==> src/rtl/pipe_hazard_ctrl_pkg.sv <==
// Shared definitions for the pipeline hazard controller: writeback source codes,
// EX forward selects and the MDU scoreboard state encoding.
package core_pkg;

  localparam logic [1:0] WB_SRC_MEM = 2'b01;

  localparam logic [1:0] FWD_REG = 2'b00;
  localparam logic [1:0] FWD_W   = 2'b01;
  localparam logic [1:0] FWD_M   = 2'b10;

  typedef enum logic {
    RUN      = 1'b0,
    MDU_WAIT = 1'b1
  } sb_state_t;

endpackage

==> src/rtl/pipe_hazard_ctrl_if.sv <==
// Pipeline-side view of the hazard controller: stage register indices in,
// stall/flush/forward controls and performance counters out.
interface pipe_hazard_ctrl_if #(
  parameter int CNT_W = 32
);
  logic [4:0]       rs1_D, rs2_D;
  logic             rs1_used_D, rs2_used_D;
  logic [4:0]       rs1_E, rs2_E, rd_E;
  logic             we_reg_E;
  logic [1:0]       wb_ctrl_E;
  logic [4:0]       rd_M, rd_W;
  logic             we_reg_M, we_reg_W;
  logic             branch_taken_E;
  logic             mdu_start_E;
  logic [4:0]       mdu_rd_E;
  logic             mdu_done;

  logic             stall_F, stall_D;
  logic             flush_D, flush_E;
  logic             forward_1_D, forward_2_D;
  logic [1:0]       fwd_a_E, fwd_b_E;
  logic             mdu_busy;
  logic [CNT_W-1:0] stall_cnt, flush_cnt;

  modport master (
    output rs1_D, rs2_D, rs1_used_D, rs2_used_D, rs1_E, rs2_E, rd_E,
           we_reg_E, wb_ctrl_E, rd_M, rd_W, we_reg_M, we_reg_W,
           branch_taken_E, mdu_start_E, mdu_rd_E, mdu_done,
    input  stall_F, stall_D, flush_D, flush_E, forward_1_D, forward_2_D,
           fwd_a_E, fwd_b_E, mdu_busy, stall_cnt, flush_cnt
  );

  modport slave (
    input  rs1_D, rs2_D, rs1_used_D, rs2_used_D, rs1_E, rs2_E, rd_E,
           we_reg_E, wb_ctrl_E, rd_M, rd_W, we_reg_M, we_reg_W,
           branch_taken_E, mdu_start_E, mdu_rd_E, mdu_done,
    output stall_F, stall_D, flush_D, flush_E, forward_1_D, forward_2_D,
           fwd_a_E, fwd_b_E, mdu_busy, stall_cnt, flush_cnt
  );
endinterface

==> src/rtl/pipe_hazard_ctrl_perf_sat_counter.sv <==
// Event counter that sticks at all-ones instead of wrapping.
module perf_sat_counter #(
  parameter int CNT_W = 32
) (
  input  logic             clk,
  input  logic             rst,
  input  logic             inc,
  output logic [CNT_W-1:0] cnt
);

  logic [CNT_W-1:0] cnt_reg;

  always_ff @(posedge clk) begin
    if (rst) begin
      cnt_reg <= '0;
    end else if (inc && !(&cnt_reg)) begin
      cnt_reg <= cnt_reg + 1'b1;
    end
  end

  assign cnt = cnt_reg;

endmodule

==> src/rtl/pipe_hazard_ctrl.sv <==
// Hazard detection, bypass selection and one-entry MDU scoreboard for the
// 5-stage core; all controls are combinational from stage indices and state.
module pipe_hazard_ctrl
  import core_pkg::*;
#(
  parameter int CNT_W = 32
) (
  input logic               clk,
  input logic               rst,
  pipe_hazard_ctrl_if.slave bus
);

  sb_state_t  state_reg, state_next;
  logic [4:0] pend_rd_reg, pend_rd_next;
  logic       pend_v;

  logic [4:0] rs_d [2];
  logic [4:0] rs_e [2];
  logic [1:0] used_d;
  logic [1:0] lu_hit, mdu_hit, fwd_d;
  logic [1:0] fwd_e [2];
  logic       ld_e, struct_hz, stl;

  assign rs_d[0] = bus.rs1_D;
  assign rs_d[1] = bus.rs2_D;
  assign rs_e[0] = bus.rs1_E;
  assign rs_e[1] = bus.rs2_E;
  assign used_d  = {bus.rs2_used_D, bus.rs1_used_D};

  assign pend_v = (state_reg == MDU_WAIT);
  assign ld_e   = bus.we_reg_E && (bus.wb_ctrl_E == WB_SRC_MEM) && (bus.rd_E != 5'd0);

  generate
    for (genvar gi = 0; gi < 2; gi++) begin : g_src
      logic live_d, m_hit, w_hit;

      // x0 is never a real dependency, so it is filtered before any compare.
      assign live_d      = used_d[gi] && (rs_d[gi] != 5'd0);
      assign lu_hit[gi]  = live_d && ld_e && (rs_d[gi] == bus.rd_E);
      assign mdu_hit[gi] = live_d &&
                           ((pend_v && (rs_d[gi] == pend_rd_reg)) ||
                            (bus.mdu_start_E && (rs_d[gi] == bus.mdu_rd_E)));
      assign fwd_d[gi]   = bus.we_reg_W && (bus.rd_W != 5'd0) && (bus.rd_W == rs_d[gi]);

      assign m_hit       = bus.we_reg_M && (bus.rd_M != 5'd0) && (bus.rd_M == rs_e[gi]);
      assign w_hit       = bus.we_reg_W && (bus.rd_W != 5'd0) && (bus.rd_W == rs_e[gi]);
      assign fwd_e[gi]   = m_hit ? FWD_M : (w_hit ? FWD_W : FWD_REG);
    end
  endgenerate

  assign struct_hz = bus.mdu_start_E && pend_v && !bus.mdu_done;
  assign stl       = (|lu_hit) || (|mdu_hit) || struct_hz;

  // A redirect squashes the dependent instruction anyway, so it overrides stalls.
  assign bus.stall_F     = stl && !bus.branch_taken_E;
  assign bus.stall_D     = stl && !bus.branch_taken_E;
  assign bus.flush_D     = bus.branch_taken_E;
  assign bus.flush_E     = bus.branch_taken_E || stl;
  assign bus.forward_1_D = fwd_d[0];
  assign bus.forward_2_D = fwd_d[1];
  assign bus.fwd_a_E     = fwd_e[0];
  assign bus.fwd_b_E     = fwd_e[1];
  assign bus.mdu_busy    = pend_v;

  always_ff @(posedge clk) begin
    if (rst) begin
      state_reg   <= RUN;
      pend_rd_reg <= 5'd0;
    end else begin
      state_reg   <= state_next;
      pend_rd_reg <= pend_rd_next;
    end
  end

  always_comb begin
    state_next   = state_reg;
    pend_rd_next = pend_rd_reg;
    case (state_reg)
      RUN: begin
        if (bus.mdu_start_E) begin
          state_next   = MDU_WAIT;
          pend_rd_next = bus.mdu_rd_E;
        end
      end
      MDU_WAIT: begin
        // A start without done is held off by the structural stall.
        if (bus.mdu_done) begin
          if (bus.mdu_start_E) begin
            pend_rd_next = bus.mdu_rd_E;
          end else begin
            state_next = RUN;
          end
        end
      end
      default: state_next = RUN;
    endcase
  end

  perf_sat_counter #(.CNT_W(CNT_W)) u_stall_cnt (
    .clk (clk),
    .rst (rst),
    .inc (bus.stall_D),
    .cnt (bus.stall_cnt)
  );

  perf_sat_counter #(.CNT_W(CNT_W)) u_flush_cnt (
    .clk (clk),
    .rst (rst),
    .inc (bus.branch_taken_E),
    .cnt (bus.flush_cnt)
  );

endmodule

==> src/flat_wrapper.sv <==
// flat-port wrapper written by rule: the top's interface ports become plain ports
module pipe_hazard_ctrl_flat import core_pkg::*;
#(
  parameter int CNT_W = 32
)
  (clk, rst, bus_rs1_D, bus_rs2_D, bus_rs1_used_D, bus_rs2_used_D, bus_rs1_E, bus_rs2_E, bus_rd_E, bus_we_reg_E, bus_wb_ctrl_E, bus_rd_M, bus_rd_W, bus_we_reg_M, bus_we_reg_W, bus_branch_taken_E, bus_mdu_start_E, bus_mdu_rd_E, bus_mdu_done, bus_stall_F, bus_stall_D, bus_flush_D, bus_flush_E, bus_forward_1_D, bus_forward_2_D, bus_fwd_a_E, bus_fwd_b_E, bus_mdu_busy, bus_stall_cnt, bus_flush_cnt);
  pipe_hazard_ctrl_if #(.CNT_W(CNT_W)) bus_i ();
  input logic clk;
  input logic rst;
  input wire logic [$bits(bus_i.rs1_D)-1:0] bus_rs1_D;
  input wire logic [$bits(bus_i.rs2_D)-1:0] bus_rs2_D;
  input wire logic [$bits(bus_i.rs1_used_D)-1:0] bus_rs1_used_D;
  input wire logic [$bits(bus_i.rs2_used_D)-1:0] bus_rs2_used_D;
  input wire logic [$bits(bus_i.rs1_E)-1:0] bus_rs1_E;
  input wire logic [$bits(bus_i.rs2_E)-1:0] bus_rs2_E;
  input wire logic [$bits(bus_i.rd_E)-1:0] bus_rd_E;
  input wire logic [$bits(bus_i.we_reg_E)-1:0] bus_we_reg_E;
  input wire logic [$bits(bus_i.wb_ctrl_E)-1:0] bus_wb_ctrl_E;
  input wire logic [$bits(bus_i.rd_M)-1:0] bus_rd_M;
  input wire logic [$bits(bus_i.rd_W)-1:0] bus_rd_W;
  input wire logic [$bits(bus_i.we_reg_M)-1:0] bus_we_reg_M;
  input wire logic [$bits(bus_i.we_reg_W)-1:0] bus_we_reg_W;
  input wire logic [$bits(bus_i.branch_taken_E)-1:0] bus_branch_taken_E;
  input wire logic [$bits(bus_i.mdu_start_E)-1:0] bus_mdu_start_E;
  input wire logic [$bits(bus_i.mdu_rd_E)-1:0] bus_mdu_rd_E;
  input wire logic [$bits(bus_i.mdu_done)-1:0] bus_mdu_done;
  output wire logic [$bits(bus_i.stall_F)-1:0] bus_stall_F;
  output wire logic [$bits(bus_i.stall_D)-1:0] bus_stall_D;
  output wire logic [$bits(bus_i.flush_D)-1:0] bus_flush_D;
  output wire logic [$bits(bus_i.flush_E)-1:0] bus_flush_E;
  output wire logic [$bits(bus_i.forward_1_D)-1:0] bus_forward_1_D;
  output wire logic [$bits(bus_i.forward_2_D)-1:0] bus_forward_2_D;
  output wire logic [$bits(bus_i.fwd_a_E)-1:0] bus_fwd_a_E;
  output wire logic [$bits(bus_i.fwd_b_E)-1:0] bus_fwd_b_E;
  output wire logic [$bits(bus_i.mdu_busy)-1:0] bus_mdu_busy;
  output wire logic [$bits(bus_i.stall_cnt)-1:0] bus_stall_cnt;
  output wire logic [$bits(bus_i.flush_cnt)-1:0] bus_flush_cnt;
  assign bus_i.rs1_D = bus_rs1_D;
  assign bus_i.rs2_D = bus_rs2_D;
  assign bus_i.rs1_used_D = bus_rs1_used_D;
  assign bus_i.rs2_used_D = bus_rs2_used_D;
  assign bus_i.rs1_E = bus_rs1_E;
  assign bus_i.rs2_E = bus_rs2_E;
  assign bus_i.rd_E = bus_rd_E;
  assign bus_i.we_reg_E = bus_we_reg_E;
  assign bus_i.wb_ctrl_E = bus_wb_ctrl_E;
  assign bus_i.rd_M = bus_rd_M;
  assign bus_i.rd_W = bus_rd_W;
  assign bus_i.we_reg_M = bus_we_reg_M;
  assign bus_i.we_reg_W = bus_we_reg_W;
  assign bus_i.branch_taken_E = bus_branch_taken_E;
  assign bus_i.mdu_start_E = bus_mdu_start_E;
  assign bus_i.mdu_rd_E = bus_mdu_rd_E;
  assign bus_i.mdu_done = bus_mdu_done;
  assign bus_stall_F = bus_i.stall_F;
  assign bus_stall_D = bus_i.stall_D;
  assign bus_flush_D = bus_i.flush_D;
  assign bus_flush_E = bus_i.flush_E;
  assign bus_forward_1_D = bus_i.forward_1_D;
  assign bus_forward_2_D = bus_i.forward_2_D;
  assign bus_fwd_a_E = bus_i.fwd_a_E;
  assign bus_fwd_b_E = bus_i.fwd_b_E;
  assign bus_mdu_busy = bus_i.mdu_busy;
  assign bus_stall_cnt = bus_i.stall_cnt;
  assign bus_flush_cnt = bus_i.flush_cnt;
  pipe_hazard_ctrl #(.CNT_W(CNT_W)) u_core (.clk(clk), .rst(rst), .bus(bus_i));
endmodule
==> config.mk <==
export PLATFORM = sky130hd
export DESIGN_NAME = pipe_hazard_ctrl_flat
export DESIGN_NICKNAME = d
export VERILOG_FILES = /design/src/rtl/pipe_hazard_ctrl_pkg.sv /design/src/rtl/pipe_hazard_ctrl_if.sv /design/src/rtl/pipe_hazard_ctrl_perf_sat_counter.sv /design/src/rtl/pipe_hazard_ctrl.sv /design/src/flat_wrapper.sv
export SDC_FILE = /design/constraint.sdc
export NUM_CORES = 1
export LEC_CHECK = 0
export CAP_MARGIN = 20
export CORE_UTILIZATION = 45
export CTS_BUF_LIST = sky130_fd_sc_hd__clkbuf_4
export DETAILED_ROUTE_END_ITERATION = 8
export PLACE_DENSITY = 0.78
export SLEW_MARGIN = 40
export SYNTH_ARGS = -nofsm -noshare
export SYNTH_HDL_FRONTEND = slang
export SYNTH_SLANG_ARGS = --single-unit
==> constraint.sdc <==
create_clock -name clk -period 5.15 [get_ports clk]
set_input_delay 1.03 -clock clk [delete_from_list [all_inputs] [get_ports clk]]
set_output_delay 1.03 -clock clk [all_outputs]
set_load 0.01 [all_outputs]
==> results_dict.tcl <==
set metrics [dict create \
    status "complete, no violations" \
    syn_area_sq_um 4080 \
    first_iter_violations 137 \
    grt.total_usage_pct 22.8 \
    critical_path.max_stage_delay_ps 530 \
    route.detailed.drc 0 \
    ys.flop_type "dfxtp_1" \
    drive_above_1_share_pct 3.61 \
    area_growth_syn_to_layout_pct 34.7 \
    synthCells 498 \
    path_max_fanout 10 \
    globalplace.congestion 0.912 \
    io_pins 127 \
    path_class "input pin to primary output" \
    layout_common_cells "clkdlybuf4s50_1, xor2_1, nor2_1, dfxtp_1, nand2_1" \
    cts_hold_buf 0 \
    yosys.area_share.xor_xnor_pct 23.6 \
    worstPathRequired_ps 4120 \
    finalNetCount 659 \
    grt_max_degree 48 \
    p_leak_uw 0.00195 \
    setup_viol 0 \
    utilization_pct 62.7 \
    grt_pass1_vias 3712 \
    final_common_cell "clkdlybuf4s50_1" \
    numCtsBuffers 9 \
    worstPathArrival_ps 3560 \
    port_buffers 126 \
    cts_sinks 70 \
    crit_top_cell "clkdlybuf4s50_1" \
    die_w_microns 97.2 \
    endpoint_kind "primary output" \
    maxCapViolCount 0 \
    design.core.area_sq_um 8760 \
    clock_latency_ps 410 \
    yosysWarnings 0 \
    rsz0062_at_grt "no" \
    critPathSlowestCell "or4_1" \
    synth_seq_area_share_pct 34.4 \
    grt_overflow 0 \
    synth.distinct_cells 43 \
    post_drt_wl_per_cell_microns 14.8 \
    grt_first_pass_wirelength_mm 17.8 \
    post_cts_buffers 0 \
    vias 3887 \
    period_share_pct 89.1 \
    synthSimpleGateAreaFrac_pct 29.1 \
    max_freq_mhz 218 \
    postSynth.asyncResetShare_pct 0 \
    row_count 34 \
    ant_nets 0 \
    worst-slew-pin-transition_ps 739 \
    cts_root_buf "clkbuf_4" \
    hp-class "register to register" \
    syn-num-nets 552 \
    finalSetupTns_ps 0 \
    crit_chain "clkdlybuf4s50_1, or4_1, o2111ai_1, nor4_1, a311oi_2, a21oi_4, clkdlybuf4s50_1" \
    hold_violations 0 \
    num_antenna_cells 0 \
    slew_headroom_pct 50.4 \
    synth_compound_area_share_pct 5.52 \
    post_cts_resized 0 \
    dieHeight_microns 97.2 \
    stdcell_count 718 \
    drv_slew 0 \
    synth_adder_area_share_pct 0.613 \
    powerDensity_nw_per_um2 200 \
    drt-total-wl_mm 10.7 \
    ys_ff_latch 70 \
    antenna_found_initial 0 \
    drt_pass1_iterations 4 \
    min_period_ps 4590 \
    synth_top_family_by_area "simple AND/OR/NAND/NOR gates" \
    synth_edf_count 0 \
    vias_per_cell 5.41 \
    design.die.area_sq_um 9450 \
    ctsHtreeMaxLevel 3 \
    initial_core_util_pct 46.5 \
    start_kind "input pin" \
    synth_mux_area_share_pct 1.99 \
    syn_avg_cell_area_sq_um 8.19 \
    clock_path_buffers 2 \
    path_clk_slew_ps 110 \
    post-place-cells 702 \
    cts_tree "done" \
    worst_ir_drop_vdd_mv 0.152 \
    fin_worst_skew_ps 27.0 \
    hpwl_mm 7.90 \
]
Yosys cell counts, types with 2 or more instances:
master	instances	area [sq um]
clkbuf_1	20	75.1
nor4_1	16	100
and2_1	8	50.1
buf_4	4	30.0
nand3_1	32	160
ha_1	2	25.0
nand4_1	18	113
inv_1	9	33.8
a21oi_1	12	60.1
xnor2_1	32	280
nor2_1	72	270
dfxtp_1	70	1400
or3_1	7	43.8
nand3b_1	4	30.0
xor2_1	78	683
o21ai_0	11	55.1
nand2_1	33	124
nor3_1	7	35.0
o31ai_1	2	15.0
a32oi_1	2	17.5
buf_2	7	35.0
and4_1	8	70.1
and3_1	9	56.3
or4_1	9	67.6
buf_6	2	22.5
mux2i_1	7	70.1
stage by stage:
stage / cell area [sq um] / total power, uW / setup WS, ps / hold WS [ps]
detailed placement: 5330 / 713 / 529 / 496
global route: 5490 / 1150 / 391 / 549
floorplan: 4080 / 645 / 1310 / 508
global placement: 5330 / 710 / 621 / 482
finish: 5490 / 1100 / 560 / 515
CTS: 5490 / 1110 / 537 / 513
cell type report:
type                       count  area (sq um)
clock buffer                  10          75.1
clock inverter                 6          86.3
fill                         769          3270
inverter                       9          33.8
multi-input combinational    386          2480
sequential                    70          1400
tap                          108           135
timing repair buffer         129          1280
worst paths after layout:
path / startpoint / endpoint / slack [ps] / cells after the start
max: bus_rd_E[0] / bus_stall_F / 560 / 7
min: u_core.u_flush_cnt.cnt[8]$_SDFFE_PP0P_ / u_core.u_flush_cnt.cnt[8]$_SDFFE_PP0P_ / 510 / 2
max reg2reg: u_core.pend_rd_reg[4]$_SDFFE_PP0P_ / u_core.u_stall_cnt.cnt[25]$_SDFFE_PP0P_ / 2250 / 9
min reg2reg: u_core.u_flush_cnt.cnt[8]$_SDFFE_PP0P_ / u_core.u_flush_cnt.cnt[8]$_SDFFE_PP0P_ / 510 / 2
logic make-up (layout without fill, tap and decap cells):
| group | count (synthesis) | after routing |
|---|---|---|
| XOR/XNOR | 110 | 110 |
| AND/OR/NAND/NOR | 231 | 231 |
| buffers and inverters | 42 | 154 |
| adder cells (fa/ha/maj) | 2 | 2 |
| AO/OA/AOI/OAI | 35 | 35 |
| flip-flops | 70 | 70 |
| multiplexers | 8 | 8 |
worst max-delay path: cells and delay by family:
kind	cells	cell delay (ps)
AO/OA/AOI/OAI	3	870
buffers and inverters	2	1000
AND/OR/NAND/NOR	2	650
layer usage:
metal / vias to the layer above / GRT usage [%] / routed length (microns)
li1: 1916 / - / -
met1: 1806 / 27.9 / 4690
met2: 145 / 39.2 / 5000
met3: 20 / 5.68 / 767
met4: 0 / 6.89 / 206
met5: - / 0 / 0
power by group:
part	switching (uW)	internal, uW
clock network	198	202
logic	69.6	78.0
registers	7.81	546
total	275	826
Note: power is estimated with default switching activity, not from simulation.
